==> src/rtl/matrix_readout_pkg.sv <==
// Shared types and defaults for the pixel-matrix readout controller.
package matrix_readout_pkg;

  localparam int NCOL_DEF     = 56;
  localparam int DW_DEF       = 21;
  localparam int FRZ_WAIT_DEF = 4;
  localparam int RD_LEN_DEF   = 2;
  localparam int TOK_WAIT_DEF = 3;

  // Column data word layout: {LE[5:0], TE[5:0], row[8:0]}
  localparam int ROW_LSB = 0;
  localparam int ROW_W   = 9;
  localparam int TE_LSB  = 9;
  localparam int TE_W    = 6;
  localparam int LE_LSB  = 15;
  localparam int LE_W    = 6;

  typedef enum logic [2:0] {
    ST_IDLE,
    ST_FRZ,
    ST_SCAN,
    ST_RD,
    ST_OUT,
    ST_TOKW
  } state_t;

  // Width of the shared wait counter; it only ever holds (wait - 1).
  function automatic int cnt_width(input int a, input int b, input int c);
    int m;
    m = a;
    if (b > m) m = b;
    if (c > m) m = c;
    return (m > 1) ? $clog2(m) : 1;
  endfunction

endpackage

==> src/rtl/matrix_readout_ctrl_if.sv <==
// Column-side (token/data/freeze/read) and stream-side (valid/ready) bundle.
interface matrix_readout_ctrl_if
  import matrix_readout_pkg::*;
#(
  parameter int NCOL = NCOL_DEF,
  parameter int DW   = DW_DEF,
  parameter int CW   = (NCOL > 1) ? $clog2(NCOL) : 1
);

  logic [NCOL-1:0]    nTOK;
  logic [NCOL*DW-1:0] Data;
  logic [NCOL-1:0]    FREEZE;
  logic [NCOL-1:0]    Read;
  logic [CW+DW-1:0]   out_data;
  logic               out_valid;
  logic               out_ready;

  modport master (
    input  nTOK, Data, out_ready,
    output FREEZE, Read, out_data, out_valid
  );

  modport slave (
    output nTOK, Data, out_ready,
    input  FREEZE, Read, out_data, out_valid
  );

endinterface

==> src/rtl/matrix_readout_ctrl_col_prio_enc.sv <==
// Lowest-index-wins priority encoder over the column token requests.
module col_prio_enc #(
  parameter int NCOL = 56,
  parameter int CW   = (NCOL > 1) ? $clog2(NCOL) : 1
) (
  input  logic [NCOL-1:0] req,
  output logic            any,
  output logic [CW-1:0]   idx
);

  // Walk from the top down so the lowest requesting column is written last and wins.
  always_comb begin
    any = |req;
    idx = '0;
    for (int i = NCOL - 1; i >= 0; i--) begin
      if (req[i]) idx = CW'(i);
    end
  end

endmodule

==> src/rtl/matrix_readout_ctrl.sv <==
// Readout sequencer for one front-end flavour: freezes the matrix, drains
// token-holding columns lowest index first and streams {col, data} words.
//
// state   | meaning
// --------+------------------------------------------------------------
// IDLE    | matrix live, waiting for EN and any token
// FRZ     | FREEZE asserted, letting token chains settle
// SCAN    | pick lowest token column, or end the frame
// RD      | Read strobe on the picked column, data captured at the end
// OUT     | word presented downstream until accepted
// TOKW    | let the column token update after the read
module matrix_readout_ctrl
  import matrix_readout_pkg::*;
#(
  parameter int NCOL     = NCOL_DEF,
  parameter int DW       = DW_DEF,
  parameter int FRZ_WAIT = FRZ_WAIT_DEF,
  parameter int RD_LEN   = RD_LEN_DEF,
  parameter int TOK_WAIT = TOK_WAIT_DEF,
  parameter int CW       = (NCOL > 1) ? $clog2(NCOL) : 1
) (
  input  logic CLK,
  input  logic nRST,
  input  logic EN,
  output logic busy,
  matrix_readout_ctrl_if.master bus
);

  localparam int CNTW = cnt_width(FRZ_WAIT, RD_LEN, TOK_WAIT);
  localparam logic [CNTW-1:0] FRZ_LOAD = CNTW'(FRZ_WAIT - 1);
  localparam logic [CNTW-1:0] RD_LOAD  = CNTW'(RD_LEN - 1);
  localparam logic [CNTW-1:0] TOK_LOAD = CNTW'(TOK_WAIT - 1);

  state_t            state, state_nxt;
  logic [CNTW-1:0]   cnt, cnt_nxt;
  logic [CW-1:0]     col, col_nxt;
  logic [CW+DW-1:0]  word_q, word_nxt;
  logic [DW-1:0]     col_data;
  logic [NCOL-1:0]   read_q, read_nxt;
  logic              freeze_q, valid_q;
  logic              any_req;
  logic [CW-1:0]     low_idx;

  col_prio_enc #(.NCOL(NCOL), .CW(CW)) u_prio (
    .req (~bus.nTOK),
    .any (any_req),
    .idx (low_idx)
  );

  // Select the data bus of the column currently being read.
  always_comb begin
    col_data = '0;
    for (int c = 0; c < NCOL; c++) begin
      if (col == CW'(c)) col_data = bus.Data[c*DW +: DW];
    end
  end

  // Next-state logic; one down-counter times the FRZ, RD and TOKW waits.
  always_comb begin
    state_nxt = state;
    cnt_nxt   = cnt;
    col_nxt   = col;
    word_nxt  = word_q;
    case (state)
      ST_IDLE: begin
        if (EN && any_req) begin
          if (FRZ_WAIT == 0) begin
            state_nxt = ST_SCAN;
          end else begin
            state_nxt = ST_FRZ;
            cnt_nxt   = FRZ_LOAD;
          end
        end
      end
      ST_FRZ: begin
        if (cnt == '0) state_nxt = ST_SCAN;
        else           cnt_nxt   = cnt - CNTW'(1);
      end
      ST_SCAN: begin
        if (!EN || !any_req) begin
          state_nxt = ST_IDLE;
        end else begin
          col_nxt   = low_idx;
          state_nxt = ST_RD;
          cnt_nxt   = RD_LOAD;
        end
      end
      ST_RD: begin
        if (cnt == '0) begin
          word_nxt  = {col, col_data};
          state_nxt = ST_OUT;
        end else begin
          cnt_nxt = cnt - CNTW'(1);
        end
      end
      ST_OUT: begin
        if (bus.out_ready) begin
          if (TOK_WAIT == 0) begin
            state_nxt = ST_SCAN;
          end else begin
            state_nxt = ST_TOKW;
            cnt_nxt   = TOK_LOAD;
          end
        end
      end
      ST_TOKW: begin
        if (cnt == '0) state_nxt = ST_SCAN;
        else           cnt_nxt   = cnt - CNTW'(1);
      end
      default: state_nxt = ST_IDLE;
    endcase
  end

  // Read strobe is decoded from the next state so it leaves a flop glitch-free.
  always_comb begin
    read_nxt = '0;
    if (state_nxt == ST_RD) read_nxt[col_nxt] = 1'b1;
  end

  // State, counter and registered outputs with synchronous active-low reset.
  always_ff @(posedge CLK) begin
    if (!nRST) begin
      state    <= ST_IDLE;
      cnt      <= '0;
      col      <= '0;
      word_q   <= '0;
      read_q   <= '0;
      freeze_q <= 1'b0;
      valid_q  <= 1'b0;
      busy     <= 1'b0;
    end else begin
      state    <= state_nxt;
      cnt      <= cnt_nxt;
      col      <= col_nxt;
      word_q   <= word_nxt;
      read_q   <= read_nxt;
      freeze_q <= (state_nxt != ST_IDLE);
      valid_q  <= (state_nxt == ST_OUT);
      busy     <= (state_nxt != ST_IDLE);
    end
  end

  assign bus.FREEZE    = {NCOL{freeze_q}};
  assign bus.Read      = read_q;
  assign bus.out_valid = valid_q;
  assign bus.out_data  = word_q;

endmodule

==> src/flat_wrapper.sv <==
// flat-port wrapper written by rule: the top's interface ports become plain ports
module matrix_readout_ctrl_flat import matrix_readout_pkg::*;
#(
  parameter int NCOL     = NCOL_DEF,
  parameter int DW       = DW_DEF,
  parameter int FRZ_WAIT = FRZ_WAIT_DEF,
  parameter int RD_LEN   = RD_LEN_DEF,
  parameter int TOK_WAIT = TOK_WAIT_DEF,
  parameter int CW       = (NCOL > 1) ? $clog2(NCOL) : 1
)
  (CLK, nRST, EN, busy, bus_nTOK, bus_Data, bus_out_ready, bus_FREEZE, bus_Read, bus_out_data, bus_out_valid);
  matrix_readout_ctrl_if #(.NCOL(NCOL), .DW(DW), .CW(CW)) bus_i ();
  input  logic CLK;
  input  logic nRST;
  input  logic EN;
  output logic busy;
  input wire logic [$bits(bus_i.nTOK)-1:0] bus_nTOK;
  input wire logic [$bits(bus_i.Data)-1:0] bus_Data;
  input wire logic [$bits(bus_i.out_ready)-1:0] bus_out_ready;
  output wire logic [$bits(bus_i.FREEZE)-1:0] bus_FREEZE;
  output wire logic [$bits(bus_i.Read)-1:0] bus_Read;
  output wire logic [$bits(bus_i.out_data)-1:0] bus_out_data;
  output wire logic [$bits(bus_i.out_valid)-1:0] bus_out_valid;
  assign bus_i.nTOK = bus_nTOK;
  assign bus_i.Data = bus_Data;
  assign bus_i.out_ready = bus_out_ready;
  assign bus_FREEZE = bus_i.FREEZE;
  assign bus_Read = bus_i.Read;
  assign bus_out_data = bus_i.out_data;
  assign bus_out_valid = bus_i.out_valid;
  matrix_readout_ctrl #(.NCOL(NCOL), .DW(DW), .FRZ_WAIT(FRZ_WAIT), .RD_LEN(RD_LEN), .TOK_WAIT(TOK_WAIT), .CW(CW)) u_core (.CLK(CLK), .nRST(nRST), .EN(EN), .busy(busy), .bus(bus_i));
endmodule
==> config.mk <==
export PLATFORM = sky130hd
export DESIGN_NAME = matrix_readout_ctrl_flat
export DESIGN_NICKNAME = d
export VERILOG_FILES = /design/src/rtl/matrix_readout_pkg.sv /design/src/rtl/matrix_readout_ctrl_if.sv /design/src/rtl/matrix_readout_ctrl_col_prio_enc.sv /design/src/rtl/matrix_readout_ctrl.sv /design/src/flat_wrapper.sv
export SDC_FILE = /design/constraint.sdc
export NUM_CORES = 1
export LEC_CHECK = 0
export ABC_AREA = 1
export CAP_MARGIN = 25
export CORE_AREA = 2 2 542 544
export CTS_CLUSTER_DIAMETER = 80
export DETAILED_ROUTE_END_ITERATION = 8
export DIE_AREA = 0 0 544 546
export HOLD_SLACK_MARGIN = 0.03
export PLACE_DENSITY = 0.3
export SLEW_MARGIN = 20
export SYNTH_ARGS = -nofsm -noshare
export SYNTH_HDL_FRONTEND = slang
export SYNTH_HIERARCHICAL = 1
export SYNTH_SLANG_ARGS = --single-unit
==> constraint.sdc <==
create_clock -name CLK -period 4.12 [get_ports CLK]
set_input_delay 0.412 -clock CLK [delete_from_list [all_inputs] [get_ports CLK]]
set_output_delay 0.412 -clock CLK [all_outputs]
set_load 0.02 [all_outputs]
==> Word level (Yosys, flattened, before mapping) <==
Cells that the tools add are included.
{ "word_totals": {"input_bits": 1236, "out_inout_bits": 141, "regBits": 96} }
{ "classes": {"n_bitwise": 1, "n_mux": 127, "n_lt_le_gt_ge": 2, "add_sub_neg": 1, "n_reduce_logical": 16, "eq_ne": 66} }
{ "ops": {"columns": ["operator", "n"], "rows": [
  ["2-to-1 mux 21 bit", 56],
  ["2-to-1 mux 6 bit", 58],
  ["equality test 6 bit (second input constant)", 24],
  ["equality test 6 x 5 -> 1 bit (second input constant)", 16],
  ["NOT 56 bit", 1],
  ["OR reduction 56 bit", 1],
  ["equality test 6 x 4 -> 1 bit (second input constant)", 8],
  ["equality test 6 x 3 -> 1 bit (second input constant)", 4],
  ["case mux 3 bit (5 select lines)", 1],
  ["equality test 6 x 2 -> 1 bit (second input constant)", 2],
  ["2-to-1 mux 3 bit", 4],
  ["2-to-1 mux 2 bit", 5],
  ["equality test 3 x 2 -> 1 bit (second input constant)", 3],
  ["equality test 3 bit (second input constant)", 3],
  ["case mux 2 bit (4 select lines)", 1],
  ["< comparator 6 x 7 -> 1 bit (second input constant)", 1],
  ["demux 1 bit (select 6 bit)", 1],
  ["equality test 6 x 1 -> 1 bit (second input constant)", 1],
  [">= comparator 6 x 1 -> 1 bit (second input constant)", 1],
  ["zero test 6 bit", 1],
  ["!= test 2 bit (second input constant)", 3],
  ["AND reduction 5 bit", 1],
  ["AND reduction 2 bit", 2],
  ["nonzero test 4 bit", 1],
  ["12 further kinds", 14]
]} }

==> Logic depth before layout (Yosys ltp) <==
{ "depth": {"word_depth": 63, "ltp_mapped": 60, "mapped_depth_nobuf": 60} }

==> Cells and area by module <==
The synthesis kept the hierarchy.
{ "modules_own_cells": {"columns": ["mod", "cells_each", "area_each_um2", "instances"], "rows": [
  ["matrix_readout_ctrl", 2754, 13521.7, 1],
  ["col_prio_enc", 202, 835.8, 1]
]} }

==> Least setup slack after synthesis <==
Ideal clock, no wire load.
{ "synth_path": {"path_type": "input to register", "start": "in bus_nTOK[54]", "end": "reg u_core.read_q[9], in the netlist u_core/bus.Read[9]", "path_slack_ns": 0.451, "path_buffers": 0, "arrival_time_ns": 3.546, "setup_time_ns": 0.123, "path_stages": 60, "path_cell_list": "inv_1 inv_1 nand2_1 nand2_1 nand2_1 nand2_1 nand2_1 nand2_1 nand2_1 nand2_1 nand2_1 nand2_1 nand2_1 nand2_1 nand2_1 nand2_1 nand2_1 nand2_1 [... 24 more ...] nand2_1 nand2_1 nand2_1 nand2_1 nand2_1 nand2_1 nand2_1 nand2_1 nand2_1 nand2_1 nand2_1 nand2_1 nand2_1 a21oi_2 o21ai_0 inv_1 nand3_1 nor2_1"} }
{ "synth_via": {"elab_chain_cells": 62, "elab_cells_between_ends": 72} }
{ "synth_lines": {"columns": ["item", "line", "text"], "rows": [
  ["start: declaration", "flat_wrapper.sv:17", "input wire logic [$bits(bus_i.nTOK)-1:0] bus_nTOK;"],
  ["NOT 56 bit *", "matrix_readout_ctrl.sv:45", ".req (~bus.nTOK),"],
  ["2-to-1 mux 6 bit * (55 in series)", "matrix_readout_ctrl_col_prio_enc.sv:16", "if (req[i]) idx = CW'(i);"],
  ["via u_core.low_idx[0]", "matrix_readout_ctrl.sv:42", "logic [CW-1:0] low_idx;"],
  ["2-to-1 mux 6 bit *", "matrix_readout_ctrl.sv:80", "if (!EN || !any_req) begin"],
  ["2-to-1 mux 6 bit *", "matrix_readout_ctrl.sv:64", "case (state)"],
  ["< comparator 6 x 7 -> 1 bit (implied by the code) / >= comparator 6 x 1 -> 1 bit (equally long branches)", "matrix_readout_ctrl.sv:117", "if (state_nxt == ST_RD) read_nxt[col_nxt] = 1'b1;"],
  ["logical AND 1 bit (implied by the code)", "matrix_readout_ctrl.sv:117", null],
  ["2-to-1 mux 1 bit (implied by the code)", "matrix_readout_ctrl.sv:117", null],
  ["demux 1 bit (select 6 bit) *", null, null],
  ["end signal: assignment", "matrix_readout_ctrl.sv:136", "read_q <= read_nxt;"],
  ["end: declaration", "matrix_readout_ctrl.sv:39", "logic [NCOL-1:0] read_q, read_nxt;"]
]} }
Mark *: on every way through the listed nets, which the timed path passes. The rest lies on a longest branch.
A chain may end at the register's enable or synchronous reset.

==> Worst setup path after layout <==
{ "layout_path": {"start": "reg u_core.col[3]", "end": "reg u_core.word_q[17], in the netlist u_core/bus.out_data[17]"} }
{ "layout_via": {"elab_chain_cells": 57, "elab_cells_between_ends": 112} }
{ "layout_lines": {"columns": ["item", "line", "text"], "rows": [
  ["start: declaration", "matrix_readout_ctrl.sv:36", "logic [CW-1:0] col, col_nxt;"],
  ["start signal: assignment", "matrix_readout_ctrl.sv:134", "col <= col_nxt;"],
  ["zero test 6 bit", "matrix_readout_ctrl.sv:54", "if (col == CW'(c)) col_data = bus.Data[c*DW +: DW];"],
  ["2-to-1 mux 21 bit (55 in series)", "matrix_readout_ctrl.sv:54", null],
  ["2-to-1 mux 21 bit *", "matrix_readout_ctrl.sv:54", null],
  ["end signal: assignment", "matrix_readout_ctrl.sv:135", "word_q <= word_nxt;"],
  ["end: declaration", "matrix_readout_ctrl.sv:37", "logic [CW+DW-1:0] word_q, word_nxt;"]
]} }
Mark *: on every way between the ends. The rest lies on a longest branch, timed or not.

==> metrics.md <==
| Metric | Value |
|---|---|
| Critical Path AT | `between 7 and 8 ns` |
| Reported leakage power | `between 15 and 20 nW` |
| Max Cap Viol | `0` |
| Synth area leader | `nand2_1` |
| Number of cells produced by synthesis | `just under 3000` |
| Initial antenna violation count | `176` |
| Top cell by count, worst path | `nand4_1` |
| Post-synth ARST share | `0` |
| DRT iter0 DRCs | `1443` |
| Status | `finished, violations left` |
| Post-synthesis sequential area ratio | `0.1339` |
| DP HPWL | `approximately 230000 um` |
| IO Port Bufs | `approximately 1400` |
| Max Buffers Root-to-Sink | `2` |
| Clk_skew | `0.01519 ns` |
| Crit start category | `flip-flop` |
| Core ar. | `between 200000 and 300000 um^2` |
| Top layer in use | `met5` |
| Fillers | `about 34000` |
| Vias/cell | `approximately 3.1` |
| Seq cells post-synth | `96` |
| Crit-path max cell delay | `about 0.44 ns` |
| Slew margin rel. | `0.3828` |
| Initial Util | `0.04916` |
| Wire per inst | `a little under 30 um` |
| Critical path origin | `u_core/col[3]` |
| Tmin final | `just under 7 ns` |
| Top cells by area, synth | `nand2_1, dfxtp_1, nor2_1` |
| Yosys top cell area share | `0.2983` |
| Setup ws final | `-2.790 ns` |
| Share of cells above drive strength 1 | `0.2138` |
| Worst Path Max Fanout | `3` |
| Setup CP Type | `reg -> reg` |
| Rows | `roughly 200` |
| Top Ports | `about 1400` |
| R2r startpoint | `u_core/col[3]` |
| DR DRC count | `0` |
| Worst min-delay path class | `reg -> reg` |
| Largest net degree at the start of global routing | `58` |
| Die Height | `546 um` |
| Max stage delay cell, worst path | `nor2_4` |
| Drt pass-1 iters | `8` |
| CTS tree | `built` |
| Most common library cells after synthesis | `nand2_1, nor2_1, inv_1, nand4_1, a21oi_1` |
| Clock Latency Late Sink | `around 0.43 ns` |
| Gr ovfl total | `0` |
| Max Fclk | `between 0.1 and 0.15 GHz` |
| Crit end category | `flip-flop` |
| Yosys warning count | `6` |
| First-pass GRT wire length | `312600 um` |
| Final hold vios | `0` |
| Fin nets | `approximately 5900` |
| Die ar. | `just under 300000 um^2` |
| Main synth FF type | `dfxtp_1` |
| EDFF count, synth | `0` |
| Max IR drop VDD | `around 0.00043 V` |
| Post-route setup TNS | `-33.06 ns` |
| P&R area growth vs syn | `170.3%` |
| GPL Wtd Cong | `between 0.9 and 1` |
| WHS | `roughly 0.47 ns` |
| Total GRT Usage | `0.1634` |
| Setup violators final | `21` |
| Number of global-route vias before repair | `28570` |
| Final ANT Viol Nets | `0` |
| Clock sink count | `96` |
| Hold_sp | `u_core/bus.out_data[5]` |
| Post-synth cell types | `41` |
| Via Count | `~27000` |
| Slew @ Worst Pin | `around 0.93 ns` |
| Routed WL | `approximately 250000 um` |
| Per-instance average area after synthesis | `around 4.9 um^2` |
| WL met3 | `just over 20000 um` |
| Power Dens Cells | `between 150 and 200 nW/um^2` |
| Violated checks | `setup timing` |
| M1 WL | `107600 um` |
| Max-slew violations | `0` |
| Unrepaired setup endpoints after global routing | `true` |
| H-tree levels | `3` |
| WP data required | `roughly 4.4 ns` |
| Multi-input gate area | `around 12000 um^2` |
| Period utilisation layout | `1.677` |
| DR WL met2 | `roughly 120000 um` |
| Mapped Nets | `4193` |
| Root Driver | `clkbuf_16` |
| Most frequent cell after synthesis | `nand2_1` |
| Die width | `about 540 um` |
| Total CTS buffers | `9` |
| Clock-pin transition on the worst setup and hold timing paths | `approximately 0.08 ns` |
| Seq. cell area | `1941 um^2` |
| Syn Std Cell Area | `approximately 14000 um^2` |
## final timing paths
| path | to | slack [ns] | depth (start not counted) |
|---|---|---|---|
| worst max-delay path | u_core/bus.out_data[17] | -2.79 | 40 |
| worst min-delay path | u_core/bus.out_data[5] | 0.47 | 2 |
| worst max register to register | u_core/bus.out_data[17] | -2.79 | 40 |
| worst min register to register | u_core/bus.out_data[5] | 0.47 | 2 |
## kinds of logic (layout without fill, tap and decap cells)
group           count (synthesis)  in the layout  share of synthesized area
compound gates                187            187                    0.06745
fa+ha+maj                       1              1                  0.0008713
simple gates                 2072           2072                     0.6202
flops                          96             96                     0.1339
buf+inv                       600           2265                     0.1776
other cells                     0             45                          0
## repair_timing
| item | CTS | global route |
|---|---|---|
| setup endpoints to repair | 77 | 78 |
| hold buffers | 0 | 0 |
| buffers inserted | 23 | 32 |
| resized for setup | 431 | 235 |
| pin swaps | 233 | 342 |
## worst max-delay path: cells and delay by family, from the launching register on
kind            cells  cell delay [ns]
simple gates       29             4.90
buf+inv             9             1.22
flops               1             0.37
compound gates      2             0.17
## registers in the layout, summed over array words and instances, names as in the netlist
| register | count |
|---|---|
| u_core/bus.out_data | 27 |
| u_core/freeze_q | 1 |
| u_core/bus.Read | 56 |
| u_core/cnt | 2 |
| u_core/state | 3 |
| u_core/bus.out_valid | 1 |
| u_core/col | 6 |
## through the flow
| stage | worst slack [ns] | util | instances | area [um^2] | total power [mW] |
|---|---|---|---|---|---|
| 6_report | -2.790 | 0.1329 | 8585 | 38800 | 6.433 |
| 5_1_grt | -3.240 | 0.1325 | 8545 | 38700 | 6.846 |
| 4_1_cts | -3.359 | 0.1294 | 8519 | 37800 | 6.688 |
| 3_5_place_dp | -5.105 | 0.1231 | 8496 | 35970 | 5.272 |
| 3_3_place_gp | -5.519 | 0.1231 | 8496 | 35960 | 5.285 |
| 2_1_floorplan | 0.4505 | - | 2956 | 14360 | 1.882 |
## cell usage in the layout, fill, tap and decap left out, types with 44 or more instances in the layout
cell type and n:
a21oi_1 123, buf_12 44, buf_4 285, buf_6 102, clkdlybuf4s50_1 1366, dfxtp_1 89
diode_2 45, inv_1 391, nand2_1 1019, nand2_2 81, nand4_1 237, nor2_1 295
nor2_2 85, nor2_4 100, or2_2 96
## power by group
| group | internal (mW) | switching [mW] | leakage, nW |
|---|---|---|---|
| Combinational | 2.12 | 2.34 | 14.1 |
| Clock | 0.447 | 0.550 | 0.158 |
| Sequential | 0.940 | 0.0310 | 0.779 |
| Total | 3.51 | 2.92 | 15.0 |
## cell type report
class / count / share of cell area
timing repair buffer: 1812 / 0.4648
antenna: 45 / 0.002902
multi-input combinational: 2260 / 0.3033
tap: 3919 / 0.1264
clock inverter: 7 / 0.002580
inverter: 437 / 0.04424
clock buffer: 9 / 0.005804
sequential: 96 / 0.05001
## routing by layer
layer  GRT usage  vias up
met5           0        -
met4     0.01599      120
met3     0.05513      270
met2      0.2842     1289
met1      0.1990    12490
li1            -    12480
No activity file was read; power rests on OpenSTA's default activity.
==> RTL edit, RTL diff (same settings) <==
Encoding of `state_t`: now Gray code (3 bits for 6 states).
--- a/src/rtl/matrix_readout_pkg.sv
+++ b/src/rtl/matrix_readout_pkg.sv
@@ -18,8 +18,8 @@
   typedef enum logic [2:0] {
-    ST_IDLE,
-    ST_FRZ,
-    ST_SCAN,
-    ST_RD,
-    ST_OUT,
-    ST_TOKW
+    ST_IDLE = 3'b000,
+    ST_FRZ  = 3'b001,
+    ST_SCAN = 3'b011,
+    ST_RD   = 3'b010,
+    ST_OUT  = 3'b110,
+    ST_TOKW = 3'b111
   } state_t;
Function: no difference found for any inputs over 4 cycles, from zero or initial values and one cycle with nRST low; so few cycles prove little.
==> RTL edit against the unedited design <==
- the run still ends with setup timing left
- routed wire length is 4.3% lower
- worst setup slack better by 0.57 ns
- non-clock buffer count is 16 higher
- total power is 4.2% higher
- final area hardly changed
- synthesized cell count is 1.6% lower
- sequential cell count stayed put
- synthesized area is 1.6% lower
- largest cell class unchanged
- highest routed layer unchanged
==> RTL edit: results (changes against the unedited design) <==
| Metric | Value |
|---|---|
| Outcome | `finished, violations left` |
| Failing checks | `setup timing` |
| Routing usage on met2 | `26.8% (-1.6 points)` |
| Max FFs per register | `56 (unchanged)` |
| Place WS | `-3.24 ns (+1.86 ns)` |
| Clock latency on the worst-skew pair | `0.42 ns` |
| Critical Path Max Stage Delay | `0.38 ns (-0.06 ns)` |
| Via count | `26.6k (-0.12%)` |
| GRT Resource Usage Total | `15.6% (-0.74 points)` |
| Syn_nets | `4146 (-1.1%)` |
| Area contributors post-synth | `nand2_1, dfxtp_1, nor2_1, nand4_1, inv_1` |
| TritonCTS buffer count | `9 (unchanged)` |
| Placed Area | `36100 µm² (+0.25%)` |
| Synth Area in Adders | `0.0886% (+0.0014 points)` |
| Slowest CP cell | `dfxtp_4` |
| Post-Synth XOR/XNOR Area | `0% (unchanged)` |
| Pin count of the biggest net entering global routing | `58 (unchanged)` |
| First-pass GRT wire length | `300000 µm (-3.9%)` |
| GR Util met1 | `18.6% (-1.3 points)` |
| DRC | `0 (unchanged)` |
| Static Leak | `0.0148 µW (-1.7%)` |
| Top post-synthesis cells by count | `nand2_1, nor2_1, inv_1` |
| Proportion of synthesized chip area in sequential cells | `13.6% (+0.22 points)` |
| DR pass1 iterations | `5 (-3)` |
| Antenna viol nets, final | `0 (unchanged)` |
| Final worst slack | `-2.22 ns (+0.568 ns)` |
| FILL cells | `34.1k (-0.18%)` |
| Setup violations, final | `21 (unchanged)` |
| DR iter-0 viols | `1592 (+10%)` |
| DP HPWL | `221000 µm (-4.5%)` |
| Worst Hold Class | `flip-flop to flip-flop` |
| H-tree depth | `3 (unchanged)` |
| Worst-case clock buffer depth | `2 (unchanged)` |
| Cell variety after synth | `39 (-4.9%)` |
| Ys async rst share | `0% (unchanged)` |
| GPL Wtd Cong | `0.919 (+1.2%)` |
| CTS root buf | `clkbuf_16` |
| Drt total wl | `242000 µm (-4.3%)` |
| Max IR drop VDD | `0.365 mV (-16%)` |
| Fraction of synthesized area in multiplexers | `0% (unchanged)` |
| Worst path arrival time | `6.65 ns (-0.55 ns)` |
| Compound-Gate Fraction of Synth Area | `7.25% (+0.51 points)` |
| Share of cells above drive strength 1 | `21.0% (-0.42 points)` |
| Nets | `5830 (-0.39%)` |
| Antenna violations before repair | `157 (-11%)` |
| IO buf count | `1376 (unchanged)` |
| Clk_skew | `0.0220 ns (+0.00678 ns)` |
| Clock slew at reported path FFs | `0.10 ns (+0.02 ns)` |
| Setup TNS | `-29.26 ns (+3.80 ns)` |
| Crit-path max FO | `6 (+3)` |
| Global-route met3 utilization | `5.31% (-0.20 points)` |
| Syn. warnings | `6 (unchanged)` |
| Max-cap violations | `0 (unchanged)` |
| Worst rel slew slack | `36.7% (-1.5 points)` |
| Vias in the first global route | `28.2k (-1.3%)` |
RTL edit: what timing repair did:
action	in CTS	in global routing
buffers inserted	25	27
pin swaps	191	371
setup endpoints to repair	78	78
resized for setup	343	253
RTL edit: cell type report:
type | count | area, µm² | area share (%)
Inverter | 419 | 1630 | 4.20
Timing Repair Buffer | 1828 | 18300 | 47.1
Antenna cell | 50 | 125 | 0.322
Sequential cell | 96 | 1940 | 4.99
Clock inverter | 7 | 91.3 | 0.235
Tap cell | 3919 | 4900 | 12.6
Clock buffer | 9 | 225 | 0.580
Multi-Input combinational cell | 2239 | 11600 | 30.0
RTL edit: worst max-delay path: cells and delay by family (launching register included):
kind                   cells  cell delay (ns)
DFF                        1             0.38
and+or+nand+nor           30             3.94
buffers and inverters     10             1.51
AOI/OAI and AO/OA          3             0.34
RTL edit: metrics by stage:
| stage | power [µW] | cells |
|---|---|---|
| final | 6700 | 8567 |
| after floorplan | 2350 | 2909 |
| after CTS | 6830 | 8504 |
| after global placement | 5530 | 8474 |
| after detailed placement | 5510 | 8475 |
| after global routing | 7080 | 8539 |
RTL edit: cell families (layout without fill, tap and decap cells):
family,Yosys count,in the layout
AO/OA/AOI/OAI,199,199
buffers and inverters,574,2263
AND/OR/NAND/NOR,2039,2039
flip-flops,96,96
adder cells (fa/ha/maj),1,1
other,0,50
RTL edit: report_power, final:
group | internal (µW) | switching [µW]
registers | 973 | 50.6
clock network | 442 | 542
logic | 2300 | 2400
total | 3710 | 2990
RTL edit: worst paths after layout:
path	start	to	slack, ns	cells past startpoint
min reg2reg	u_core/bus.out_data[5]	u_core/bus.out_data[5]	0.47	2
min	u_core/bus.out_data[5]	u_core/bus.out_data[5]	0.47	2
max reg2reg	u_core/col[0]	u_core/bus.out_data[3]	-2.22	43
max	u_core/col[0]	u_core/bus.out_data[3]	-2.22	43
RTL edit: routing by layer:
layer / up-vias / routed length, µm
li1: 12422 / -
met1: 12627 / 99800
met2: 1248 / 116000
met3: 215 / 21400
met4: 104 / 4030
met5: - / 661
